**src/rtl/hazard_scoreboard.sv**
```systemverilog
// Stall/forwarding controller for the 5-stage pipeline: shadows destination, Tnew and sources
// for E/M/W, and derives the D-stage stall, operand forwarding selects and a stall counter.
module hazard_scoreboard #(
  parameter int RA_W  = 5,
  parameter int T_W   = 2,
  parameter int CNT_W = 32
) (
  input  logic             clk,
  input  logic             reset,
  input  logic [RA_W-1:0]  D_Rs,
  input  logic [RA_W-1:0]  D_Rt,
  input  logic [RA_W-1:0]  D_A3,
  input  logic             D_RegWrite,
  input  logic [T_W-1:0]   D_TuseRs,
  input  logic [T_W-1:0]   D_TuseRt,
  input  logic [T_W-1:0]   D_Tnew,
  output logic             Stall,
  output logic [1:0]       D_FwdRs,
  output logic [1:0]       D_FwdRt,
  output logic [1:0]       E_FwdRs,
  output logic [1:0]       E_FwdRt,
  output logic [1:0]       M_FwdRt,
  output logic [CNT_W-1:0] StallCount
);

  localparam logic [T_W-1:0] TuseNone = '1;

  logic [RA_W-1:0]  eA3Reg, eRsReg, eRtReg;
  logic [T_W-1:0]   eTnewReg;
  logic [RA_W-1:0]  mA3Reg, mRtReg;
  logic [T_W-1:0]   mTnewReg;
  logic [RA_W-1:0]  wA3Reg;
  logic [CNT_W-1:0] stallCountReg;

  logic [1:0]       hazard;
  logic [1:0][1:0]  dFwd;
  logic [1:0][1:0]  eFwd;
  logic [T_W-1:0]   mTnewNext;

  // Operand 0 is rs, operand 1 is rt, for both the D-stage and E-stage checks.
  genvar gi;
  generate
    for (gi = 0; gi < 2; gi++) begin : opGen
      logic [RA_W-1:0] dSrc;
      logic [T_W-1:0]  dTuse;
      logic [RA_W-1:0] eSrc;
      logic            dEMatch, dMMatch, dWMatch;
      logic            eMMatch, eWMatch;

      assign dSrc  = (gi == 0) ? D_Rs : D_Rt;
      assign dTuse = (gi == 0) ? D_TuseRs : D_TuseRt;
      assign eSrc  = (gi == 0) ? eRsReg : eRtReg;

      assign dEMatch = (dSrc != '0) && (eA3Reg == dSrc);
      assign dMMatch = (dSrc != '0) && (mA3Reg == dSrc);
      assign dWMatch = (dSrc != '0) && (wA3Reg == dSrc);

      assign hazard[gi] = (dTuse != TuseNone) &&
                          ((dEMatch && (eTnewReg > dTuse)) || (dMMatch && (mTnewReg > dTuse)));

      // A younger match whose value is not ready yet hides older stages; the stall covers it.
      assign dFwd[gi] = dEMatch ? ((eTnewReg == '0) ? 2'd1 : 2'd0) :
                        dMMatch ? ((mTnewReg == '0) ? 2'd2 : 2'd0) :
                        dWMatch ? 2'd3 : 2'd0;

      assign eMMatch = (eSrc != '0) && (mA3Reg == eSrc);
      assign eWMatch = (eSrc != '0) && (wA3Reg == eSrc);

      assign eFwd[gi] = (eMMatch && (mTnewReg == '0)) ? 2'd2 :
                        eWMatch ? 2'd3 : 2'd0;
    end
  endgenerate

  assign Stall      = |hazard;
  assign D_FwdRs    = dFwd[0];
  assign D_FwdRt    = dFwd[1];
  assign E_FwdRs    = eFwd[0];
  assign E_FwdRt    = eFwd[1];
  assign M_FwdRt    = ((mRtReg != '0) && (wA3Reg == mRtReg)) ? 2'd3 : 2'd0;
  assign StallCount = stallCountReg;

  assign mTnewNext = (eTnewReg == '0) ? '0 : eTnewReg - T_W'(1);

  always_ff @(posedge clk) begin
    if (reset) begin
      eA3Reg        <= '0;
      eTnewReg      <= '0;
      eRsReg        <= '0;
      eRtReg        <= '0;
      mA3Reg        <= '0;
      mTnewReg      <= '0;
      mRtReg        <= '0;
      wA3Reg        <= '0;
      stallCountReg <= '0;
    end else begin
      if (Stall) begin
        eA3Reg   <= '0;
        eTnewReg <= '0;
        eRsReg   <= '0;
        eRtReg   <= '0;
      end else begin
        eA3Reg   <= D_RegWrite ? D_A3 : '0;
        eTnewReg <= D_Tnew;
        eRsReg   <= D_Rs;
        eRtReg   <= D_Rt;
      end
      mA3Reg   <= eA3Reg;
      mTnewReg <= mTnewNext;
      mRtReg   <= eRtReg;
      wA3Reg   <= mA3Reg;
      if (Stall && !(&stallCountReg)) begin
        stallCountReg <= stallCountReg + CNT_W'(1);
      end
    end
  end

endmodule

```
**config.mk**
```make
export PLATFORM = sky130hd
export DESIGN_NAME = hazard_scoreboard
export DESIGN_NICKNAME = d
export VERILOG_FILES = /design/src/rtl/hazard_scoreboard.sv
export SDC_FILE = /design/constraint.sdc
export NUM_CORES = 1
export LEC_CHECK = 0
export CAP_MARGIN = 20
export CORE_ASPECT_RATIO = 1.25
export CORE_MARGIN = 3
export CORE_UTILIZATION = 29
export CTS_BUF_LIST = sky130_fd_sc_hd__clkbuf_16
export DETAILED_ROUTE_END_ITERATION = 16
export HOLD_SLACK_MARGIN = 0.08
export PLACE_DENSITY_LB_ADDON = 0.15
export REMOVE_ABC_BUFFERS = 1
export SLEW_MARGIN = 20
export SYNTH_ARGS = -nofsm -noshare
export SYNTH_HDL_FRONTEND = slang
export SYNTH_SLANG_ARGS = --single-unit
export TNS_END_PERCENT = 20
```
**constraint.sdc**
```tcl
create_clock -name clk -period 5.3 [get_ports clk]
set_input_delay 1.06 -clock clk [delete_from_list [all_inputs] [get_ports clk]]
set_output_delay 1.06 -clock clk [all_outputs]
set_load 0.05 [all_outputs]
```
==> out/qor.txt <==
Status: completed
Period utilisation layout: 90.4%
Top cell type's share of synthesized area: 35.0%
IO buf count: 66
Drt wl/cell: 16.2 um
Postcts setup bufs: 0
Maximum vdd drop: 0.000204 V
Flop-to-flop setup slack: 2.48 ns
Nets: 514
Met3 usage: 3.49%
Antenna violations before repair: 0
Drt first-iter violations: 109
First-pass iteration count of the detailed router: 4
IO Count: 67
R2R Path End: StallCount[28]
Core Box Area: 12700 um^2
Worst-skew pair later-pin latency: 0.33 ns
Area contributors post-synth: dfxtp_1, xnor2_1, nor2b_1
Share of layout cells above drive strength 1: 8.66%
Setup TNS: 0 ns
GRT busiest layer: met2
CTS Buffer Depth: 2
Post_cts resized: 0
Die area: 14400 um^2
Fin Clk Skew: 0.00759 ns
Power Density: 256 nW/um^2
RSZ-0062 raised after global routing: no
Pins Over Slew Limit: 0
Post-route ant nets: 0
CP Data Required Time: 4.24 ns
Depth of the worst hold-timing path: 1
R2r startpoint: mTnewReg[0]
Hold Vio Cnt, Final: 0
Static Leak: 0.00166 uW
Critical Path Fanout Max: 5
Hold path endpoint: mTnewReg[0]
CTS tree: yes
Chip height: 134 um
Number of remaining DRC errors: 0
Pin count of the biggest net entering global routing: 37
Final Setup Violations: 0
Clock sinks: 66
Synth cell types: 45
Share of synthesized registers carrying an async set or reset: 0%
Crit path kind: in -> out
GRT met1 Usage: 17.6%
Post-CTS Hold Buffers: 0
Crit path DAT: 3.73 ns
Global route overflow: 0
Reg2Reg Depth: 9
Post-synth top area cell: dfxtp_1
# Max-Cap Violations: 0
Worst slew pin tran: 0.680 ns
H-tree depth: 3
Startpoint class of the critical path: input port
Worst-path clk slew: 0.05 ns
# rows: 46
Synthesized area per cell: 8.84 um^2
HPWL after DPL: 7780 um
Met2 Track Usage GR: 27.5%
Critical hold path startpoint: eTnewReg[0]
Number of CTS-inserted buffers: 9
Hold WC Path Type: reg -> reg
DR vias/cell: 5.03
ANT cells: 0
FF+latch count, synth: 66
EDFF count, synth: 0
CP endpoint kind: primary output
GP Congestion: 0.877
Vias in the first global route: 3366
Hold_ws: 0.420 ns
Synth Instances: 427
Max_slew headroom: 54.3%
Register area share after synthesis: 35.0%
Synth Flop Type: dfxtp_1
Routed WL: 10600 um
First-pass GRT wire length: 17500 um
Initial Util: 29.7%
Die width: 108 um
Area Overhead vs Synth: 27.3%
Cell at the root of the clock tree: clkbuf_16
YS warnings: 0
Synth Cell Area: 3770 um^2
Fill cells: 1320
GRT Total Usage: 15.4%
Achievable frequency: 0.209 GHz
Total number of vias: 3285
Crit path time final: 4.79 ns
==> layout by cell type, fill, tap and decap left out, types with 3 or more instances in the layout <==
cell type | Yosys | routed
o31ai_1 | 13 | 13
clkbuf_16 | 0 | 9
nor2b_1 | 33 | 33
and4_1 | 6 | 6
and2_1 | 14 | 14
nor2_1 | 26 | 26
o21ai_0 | 8 | 8
nand4_1 | 11 | 11
mux2_1 | 6 | 6
xnor2_1 | 43 | 43
clkdlybuf4s50_1 | 0 | 64
a22oi_1 | 4 | 4
nand2_1 | 13 | 13
or3_1 | 5 | 5
inv_1 | 6 | 6
nor3_1 | 16 | 15
buf_4 | 2 | 6
a21oi_1 | 21 | 21
xor2_1 | 11 | 11
or4_1 | 16 | 16
o211ai_1 | 4 | 4
and3_1 | 9 | 9
nand2b_1 | 4 | 4
nand3_1 | 17 | 17
dfxtp_1 | 66 | 66
nor4_1 | 8 | 8
mux2_4 | 6 | 6
nor4b_1 | 3 | 3
ha_1 | 10 | 10
==> cell usage after synthesis (9+ instances only) <==
library cell	n
or4_1	16
clkbuf_1	17
and3_1	9
a21oi_1	21
nor2_1	26
nand3_1	17
o31ai_1	13
ha_1	10
and2_1	14
xnor2_1	43
nand2_1	13
nor3_1	16
dfxtp_1	66
nand4_1	11
nor2b_1	33
xor2_1	11
==> final cells by class <==
type / count / area [um^2] / share of cell area, %
multi-input cells: 325 / 2290 / 47.6
flip-flops and latches: 66 / 1320 / 27.5
repair buffers: 71 / 691 / 14.4
clock buffers: 9 / 225 / 4.69
well taps: 168 / 210 / 4.37
clock inverters: 7 / 46.3 / 0.963
inverters: 7 / 26.3 / 0.547
==> critical path: stages <==
cell	delay, ns
clkdlybuf4s50_1	0.53
or4_4	0.61
o211ai_2	0.20
nor2_1	0.08
nor3_1	0.24
a21oi_1	0.06
nor2_1	0.14
clkdlybuf4s50_1	0.82
==> metrics by stage <==
| stage | instances | worst slack [ns] | utilization [%] | instance area (um^2) | power [uW] |
|---|---|---|---|---|---|
| 2_1_floorplan | 398 | 1.05 | - | 3630 | 628 |
| 3_3_place_gp | 637 | 0.533 | 35.7 | 4540 | 696 |
| 3_5_place_dp | 637 | 0.495 | 35.7 | 4540 | 698 |
| 4_1_cts | 653 | 0.483 | 37.8 | 4810 | 1240 |
| 5_1_grt | 653 | 0.354 | 37.8 | 4810 | 1280 |
| 6_report | 653 | 0.507 | 37.8 | 4810 | 1230 |
==> flip-flops by register name, summed over array words and instances, names as in the netlist <==
signal / cells
StallCount: 32
eA3Reg: 5
eRsReg: 5
eRtReg: 5
eTnewReg: 2
mA3Reg: 5
mRtReg: 5
mTnewReg: 2
wA3Reg: 5
==> how the worst max path moves through the flow <==
stage | from | to | slack (ns) | depth (start not counted)
floorplan | D_Rs[1] | Stall | 1.05 | 5
global placement | D_Rs[1] | D_FwdRs[1] | 0.53 | 8
detailed placement | D_Rs[1] | D_FwdRs[0] | 0.50 | 7
CTS | D_Rs[1] | D_FwdRs[0] | 0.48 | 7
global route | D_Rt[2] | D_FwdRt[1] | 0.35 | 8
finish | D_Rs[1] | D_FwdRs[1] | 0.51 | 8
==> cell families after synthesis <==
kind of cell	share of synthesized area (%)
xor+xnor	12.5
fa+ha+maj	3.31
flops	35.0
simple gates	30.2
mux	5.04
compound gates	9.38
buf+inv	4.54
==> report_power, final <==
group          internal [uW]  switching [uW]
sequential               508            15.9
combinational           72.2            88.7
clock                    314             230
==> layer usage <==
layer / up-vias / part of all wire [%]
met5: - / 0
met4: 0 / 2.5
met3: 15 / 4.2
met2: 75 / 50
met1: 1569 / 43
li1: 1626 / -
No activity file was read; power rests on OpenSTA's default activity.
